File: src/rtl/uart_tx_fifo.sv
// Byte FIFO feeding a UART transmitter: queues producer writes and issues one
// tx_wr load strobe per byte, pacing itself on the transmitter's tx_empty flag.
module uart_tx_fifo #(
  parameter int unsigned DEPTH        = 16,
  parameter int unsigned BUSY_TIMEOUT = 4
) (
  input  logic                     clk,
  input  logic                     rst,
  input  logic                     wr_en,
  input  logic [7:0]               din,
  output logic                     full,
  output logic                     empty,
  output logic [$clog2(DEPTH):0]   count,
  output logic                     overflow,
  input  logic                     tx_empty,
  output logic                     tx_wr,
  output logic [7:0]               tx_byte
);

  localparam int unsigned AW = $clog2(DEPTH);
  localparam int unsigned CW = AW + 1;
  localparam int unsigned TW = $clog2(BUSY_TIMEOUT + 1);

  typedef enum logic [1:0] {
    IDLE,
    LOAD,
    WAIT_BUSY,
    WAIT_DONE
  } state_e;

  state_e          state_q, state_d;
  logic [AW-1:0]   wr_ptr_q, wr_ptr_d;
  logic [AW-1:0]   rd_ptr_q, rd_ptr_d;
  logic [CW-1:0]   count_q, count_d;
  logic            full_q, full_d;
  logic            empty_q, empty_d;
  logic            overflow_q, overflow_d;
  logic [7:0]      tx_byte_q, tx_byte_d;
  logic [TW-1:0]   to_cnt_q, to_cnt_d;
  logic [7:0]      mem_q [DEPTH];
  logic            wr_acc;
  logic            pop;

  always_comb begin
    state_d    = state_q;
    rd_ptr_d   = rd_ptr_q;
    tx_byte_d  = tx_byte_q;
    to_cnt_d   = to_cnt_q;
    pop        = 1'b0;

    // Acceptance uses only registered full/empty, so a fresh write never
    // bypasses storage and a full FIFO drops the write even if a pop happens.
    wr_acc     = wr_en && !full_q;
    overflow_d = wr_en && full_q;
    wr_ptr_d   = wr_acc ? wr_ptr_q + 1'b1 : wr_ptr_q;

    unique case (state_q)
      IDLE: begin
        if (!empty_q && tx_empty) begin
          pop       = 1'b1;
          state_d   = LOAD;
          tx_byte_d = mem_q[rd_ptr_q];
          rd_ptr_d  = rd_ptr_q + 1'b1;
        end
      end
      LOAD: begin
        state_d  = WAIT_BUSY;
        to_cnt_d = '0;
      end
      WAIT_BUSY: begin
        if (!tx_empty) begin
          state_d  = WAIT_DONE;
          to_cnt_d = '0;
        end else if (to_cnt_q == TW'(BUSY_TIMEOUT - 1)) begin
          state_d  = IDLE;
          to_cnt_d = '0;
        end else begin
          to_cnt_d = to_cnt_q + 1'b1;
        end
      end
      WAIT_DONE: begin
        if (tx_empty) state_d = IDLE;
      end
      default: state_d = IDLE;
    endcase

    count_d = count_q + CW'(wr_acc) - CW'(pop);
    full_d  = (count_d == CW'(DEPTH));
    empty_d = (count_d == '0);
  end

  always_ff @(posedge clk or negedge rst) begin
    if (!rst) begin
      state_q    <= IDLE;
      wr_ptr_q   <= '0;
      rd_ptr_q   <= '0;
      count_q    <= '0;
      full_q     <= 1'b0;
      empty_q    <= 1'b1;
      overflow_q <= 1'b0;
      tx_byte_q  <= '0;
      to_cnt_q   <= '0;
    end else begin
      state_q    <= state_d;
      wr_ptr_q   <= wr_ptr_d;
      rd_ptr_q   <= rd_ptr_d;
      count_q    <= count_d;
      full_q     <= full_d;
      empty_q    <= empty_d;
      overflow_q <= overflow_d;
      tx_byte_q  <= tx_byte_d;
      to_cnt_q   <= to_cnt_d;
    end
  end

  // Storage needs no reset: the pointers alone define which entries are live.
  always_ff @(posedge clk) begin
    if (wr_acc) mem_q[wr_ptr_q] <= din;
  end

  assign full     = full_q;
  assign empty    = empty_q;
  assign count    = count_q;
  assign overflow = overflow_q;
  assign tx_byte  = tx_byte_q;
  assign tx_wr    = (state_q == LOAD);

endmodule

File: config.mk
export PLATFORM = sky130hd
export DESIGN_NAME = uart_tx_fifo
export DESIGN_NICKNAME = d
export VERILOG_FILES = /design/src/rtl/uart_tx_fifo.sv
export SDC_FILE = /design/constraint.sdc
export NUM_CORES = 1
export LEC_CHECK = 0
export CORE_MARGIN = 2
export CORE_UTILIZATION = 50
export DETAILED_ROUTE_END_ITERATION = 6
export PLACE_DENSITY = 0.68
export SYNTH_ARGS = -nofsm -noshare
export SYNTH_HDL_FRONTEND = slang
export SYNTH_SLANG_ARGS = --single-unit
File: constraint.sdc
create_clock -name clk -period 7.8 [get_ports clk]
set_input_delay 1.56 -clock clk [delete_from_list [all_inputs] [get_ports clk]]
set_output_delay 1.56 -clock clk [all_outputs]
set_load 0.05 [all_outputs]
# Word level (Yosys, flattened, before mapping)
# Memory sizes are Yosys's and may differ from the RTL's. A register that Yosys moved wholly into a read port is not among the register bits.
# Cells that the tools add are included.
[word_totals]
regBits = 21
latchBits = 0
mem_bits_rw = 128
romBits = 0
output_inout_bits = 17
word_cells = 45
memories = 1
[memory_table]
columns = ["memory", "words", "word_bits", "rd", "rd_clocked_by_memory_dff", "write_ports", "line", "rtl"]
rows = [
  ["mem_q", 16, 8, 1, 1, 1, "40", "logic [7:0] mem_q [DEPTH];"],
]
[op_classes]
add_sub_neg = 5
n_mul = 0
div_mod_pow = 0
magnitude_cmp = 0
n_eq_ne = 8
shift = 0
mux = 12
bitwise = 0
n_reduce_logical = 11
[ops]
columns = ["cell", "n"]
rows = [
  ["$add 4x1->4 const B", 2],
  ["$mux 2", 4],
  ["$pmux 2 s4", 1],
  ["$mux 3", 2],
  ["$pmux 3 s2", 1],
  ["$add 5x1->5", 1],
  ["$eq 5x5->1 const B", 1],
  ["$logic_not 5->1", 1],
  ["$sub 5x1->5", 1],
  ["$eq 2x2->1 const B", 2],
  ["$mux 1", 4],
  ["$ne 2x2->1 const B", 2],
  ["$add 3x1->3 const B", 1],
  ["$eq 3x2->1 const B", 1],
  ["$logic_and 1x1->1", 3],
  ["$logic_not 1->1", 3],
  ["$ne 3x3->1 const B", 1],
  ["$reduce_and 3->1", 1],
  ["$eq 2x1->1 const B", 1],
  ["$logic_not 2->1", 1],
  ["$reduce_and 2->1", 1],
  ["$reduce_bool 2->1", 1],
]

# Logic depth before layout (Yosys ltp)
[logic_depth]
word_depth = 6
mapped_depth = 13

# Worst setup path after synthesis
# OpenSTA, ideal clock, no wires.
[synth_timing]
path_type = "input-to-reg"
startpoint = "input port wr_en"
endpoint = "register full_q, in the netlist full"
setup_ns = 0.101
t_arrival_ns = 3.556
required_time_ns = 7.699
setup_slack_ns = 4.143
path_stages = 12
cell_sequence = "nor2b_1 clkbuf_1 inv_1 ha_1 inv_1 ha_1 inv_1 fa_1 nor2b_1 o21ai_0 and3_1 nor4_1"
[synth_via]
elab_chain_cells = 4
[synth_lines]
columns = ["item", "line", "rtl"]
rows = [
  ["start, declared", "9", "input logic wr_en,"],
  ["$logic_and 1x1->1", "53", "wr_acc = wr_en && !full_q;"],
  ["$add 5x1->5", "87", "count_d = count_q + CW'(wr_acc) - CW'(pop);"],
  ["$sub 5x1->5", "87", ""],
  ["$eq 5x5->1", "88", "full_d = (count_d == CW'(DEPTH));"],
  ["net full_d", "35", "logic full_q, full_d;"],
  ["end signal, assigned", "108", "full_q <= full_d;"],
  ["end, declared", "35", ""],
]
# The timed path passes the listed nets, and every way through them passes these cells.
# A chain may end at the register's enable or synchronous reset.

# Worst setup path in the final report
[layout_timing]
startpoint = "input port tx_empty"
endpoint = "register full_q, in the netlist full"
[layout_via]
elab_chain_cells = 5
[layout_lines]
columns = ["item", "line", "rtl"]
rows = [
  ["start, declared", "15", "input logic tx_empty,"],
  ["$logic_and 1x1->1", "59", "if (!empty_q && tx_empty) begin"],
  ["$mux 1", "59", ""],
  ["$mux 1", "57", "unique case (state_q)"],
  ["net pop", "42", "logic pop;"],
  ["$sub 5x1->5", "87", ""],
  ["$eq 5x5->1", "88", ""],
  ["net full_d", "35", ""],
]
# The timed path passes the listed nets, and every way through them passes these cells.

==> results.md <==
* Status: completed
* Final setup viols at 0
* CTS Buf Count at 17
* CTS H-Tree Depth at 4
* Clk slew on worst S/H paths at 60 ps
* Place WS at about 3200 ps
* Initial Util at 0.510
* Worst path required time at between 8000 and 9000 ps
* Std cell rows at ~40
* Max VDD drop at 194 uV
* Area Overhead vs Synth at 15.6%
* Reg2Reg Depth at 13
* Fin nets at 416
* Most common cell after layout, fill and taps aside: edfxtp_1
* Min-delay worst type: flop to flop
* Die ar. at approximately 14000 um2
* FMAX at around 240 MHz
* Total power at between 2 and 3 mW
* Worst-skew pair later-pin latency at 420 ps
* Total clock sinks at about 160
* Post-synthesis sequential area ratio at 0.710
* CP Cell Sequence: clkdlybuf4s50_1 > nand3b_1 > inv_1 > ha_1 > inv_1 > ha_1 > inv_1 > fa_1 > nor2b_1 > o21ai_0 > and3_1 > nor4_1
* Mapped cell area at roughly 6400 um2
* Dpl hpwl at approximately 7500 um
* Post-Route Setup TNS at 0 ps
* Synth Register Bits at between 150 and 200
* GRT Total Usage at 0.189
* Min Tclk post-route at approximately 4200 ps
* Max Slew Vio Count at 0
* Global-route wire length before repair at approximately 19000 um
* Main synth FF type: edfxtp_1
* Layout cells sized above 1 at 0.150
* Synthesized Nets at approximately 380
* Post_cts resized at 0
* Element type at the critical path start: input pin
* Total congestion overflow at 0
* Kind of cell adding the most delay to the critical path: simple AND/OR/NAND/NOR gates
* Crit-path max FO at 11
* IO Count at 29
* I/O Buffers at 28
* Placed Cells at 540
* Post-Synthesis Cells at 348
* Pre-antenna DRT Iters at 4
* Max Buffers Root-to-Sink at 2
* CP most frequent cell: inv_1
* WL per Instance at ~21 um
* Slowest cell delay on critical path at about 530 ps
* Synthesis warning total at 0
* Power per standard cell area at slightly below 400 nW/um2
* Core Area at between 10000 and 15000 um2
* Synth Area per Inst at 18.5 um2
* Crit Path Class: input pin to flop
* Commonest cells after routing, fill and taps aside: edfxtp_1, dfrtp_1, clkdlybuf4s50_1, mux4_2
* Gpl congestion at 0.772
* Relative slew slack at 0.615
* Antenna cells at 0
* Violation count after the first detailed-route iteration at roughly 250
* CTS tree: built
* Post-Layout Cell Count at around 570
* Largest net degree at the start of global routing at 36
* Die width at approximately 120 um
* Post-synth EDFFs at 128
* Final worst slack at between 3000 and 4000 ps
* Max cap viols at 0
* Drt via density at 5.48
* DRC at 0
* Final hold violation count at 0
* Final period util at 0.539
* Clock Skew at roughly 14 ps
* CP max-delay cell: clkdlybuf4s50_1
* Netlist cell types at 40
* RSZ-0062 raised after global routing: no
* P_leak at around 2.6 nW
* CP Buf/Inv Count at 4
* Cts hold-fix bufs at 0
* Setup crit end kind: flop
* Hold path cells at 2
* Wire length after detailed routing at 12000 um
* Initial antenna violation count at 0
* Worst-Margin Slew at 575 ps
* Via count at 3135
* ANT nets after route at 0
* Crit. path cell count at 12
* Clock root cell: clkbuf_16
* Data arrival time of the worst path at about 4500 ps
* Die height at between 100 and 150 um
* FFs w/ async S/R, synth at 0.185
* Vias in the first global route at 3210
* Setup Buffers After CTS at 0
[worst min-delay path, delay by kind of cell (launching register included)]
family	cells	cell delay, ps
DFF	1	320
and+or+nand+nor	1	90
buffers and inverters	1	50
[metrics by stage]
step	hold WS [ps]	util	instance area [um2]
floorplan	460	-	6440
global placement	486	0.545	6870
detailed placement	483	0.545	6870
CTS	497	0.590	7440
global route	536	0.590	7440
finish	489	0.590	7440
[sequential cells by signal, summed over array words and instances (netlist names)]
name / flops
wr_ptr_q: 4
overflow: 1
to_cnt_q: 3
full: 1
state_q: 2
tx_byte: 8
mem_q: 128
count: 5
empty: 1
rd_ptr_q: 4
[Yosys cell counts (2+ instances only)]
library cell	instances	area, um2
and3_1	2	12.5
buf_2	4	20.0
o21ai_0	7	35.0
o22ai_1	2	12.5
nor4_1	2	12.5
mux2_2	7	78.8
mux4_1	10	263
edfxtp_1	128	3840
o21ai_1	3	15.0
a21oi_1	4	20.0
buf_6	5	56.3
ha_1	16	200
a31oi_1	3	18.8
dfrtp_1	28	701
xnor2_1	8	70.1
nor2b_1	3	18.8
nor3b_1	2	15.0
clkbuf_1	2	7.51
inv_1	18	67.6
nand2_1	12	45.0
nand3b_1	3	22.5
and2_1	18	113
mux2i_1	12	120
a21o_1	2	15.0
a22oi_1	8	60.1
nor2_1	6	22.5
mux4_2	20	450
[logic make-up after synthesis]
| group | Yosys count | share of synthesized area |
|---|---|---|
| buffers and inverters | 30 | 0.0247 |
| AOI/OAI and AO/OA | 33 | 0.0324 |
| DFF | 157 | 0.710 |
| muxes | 49 | 0.142 |
| and+or+nand+nor | 53 | 0.0451 |
| adders and majority gates | 17 | 0.0342 |
| xor gates and xnor gates | 9 | 0.0122 |
[worst paths after layout]
check | slack [ps] | end | startpoint
worst max-delay path | 3590 | full$_DFF_PN0_ | tx_empty
min in group asynchronous | 1540 | wr_ptr_q[0]$_DFFE_PN0P_ | rst
worst max register to register | 4560 | full$_DFF_PN0_ | state_q[0]$_DFFE_PN0P_
worst min register to register | 490 | to_cnt_q[2]$_DFFE_PN0P_ | to_cnt_q[2]$_DFFE_PN0P_
max in group asynchronous | 5940 | empty$_DFF_PN1_ | rst
worst min-delay path | 490 | to_cnt_q[2]$_DFFE_PN0P_ | to_cnt_q[2]$_DFFE_PN0P_
[where the power goes]
group / switching, mW / total, mW / internal, mW
Clock: 0.310 / 0.791 / 0.481
Combinational: 0.544 / 0.947 / 0.403
Sequential: 0.0754 / 1.12 / 1.05
Total: 0.930 / 2.86 / 1.93
[metal layers]
metal | routed length [um] | GRT usage
met4 | 142 | 0.0610
met5 | 0 | 0
met3 | 654 | 0.0494
met2 | 5970 | 0.298
met1 | 5240 | 0.261
[cell type report]
| cell class | count | area [um2] |
|---|---|---|
| clock buffers | 23 | 458 |
| flip-flops and latches | 157 | 4570 |
| clock inverters | 9 | 111 |
| fillers | 943 | 5180 |
| repair buffers | 32 | 310 |
| inverters | 18 | 67.6 |
| well taps | 172 | 215 |
| multi-input cells | 161 | 1710 |
Power figures use the tool's default switching activity.
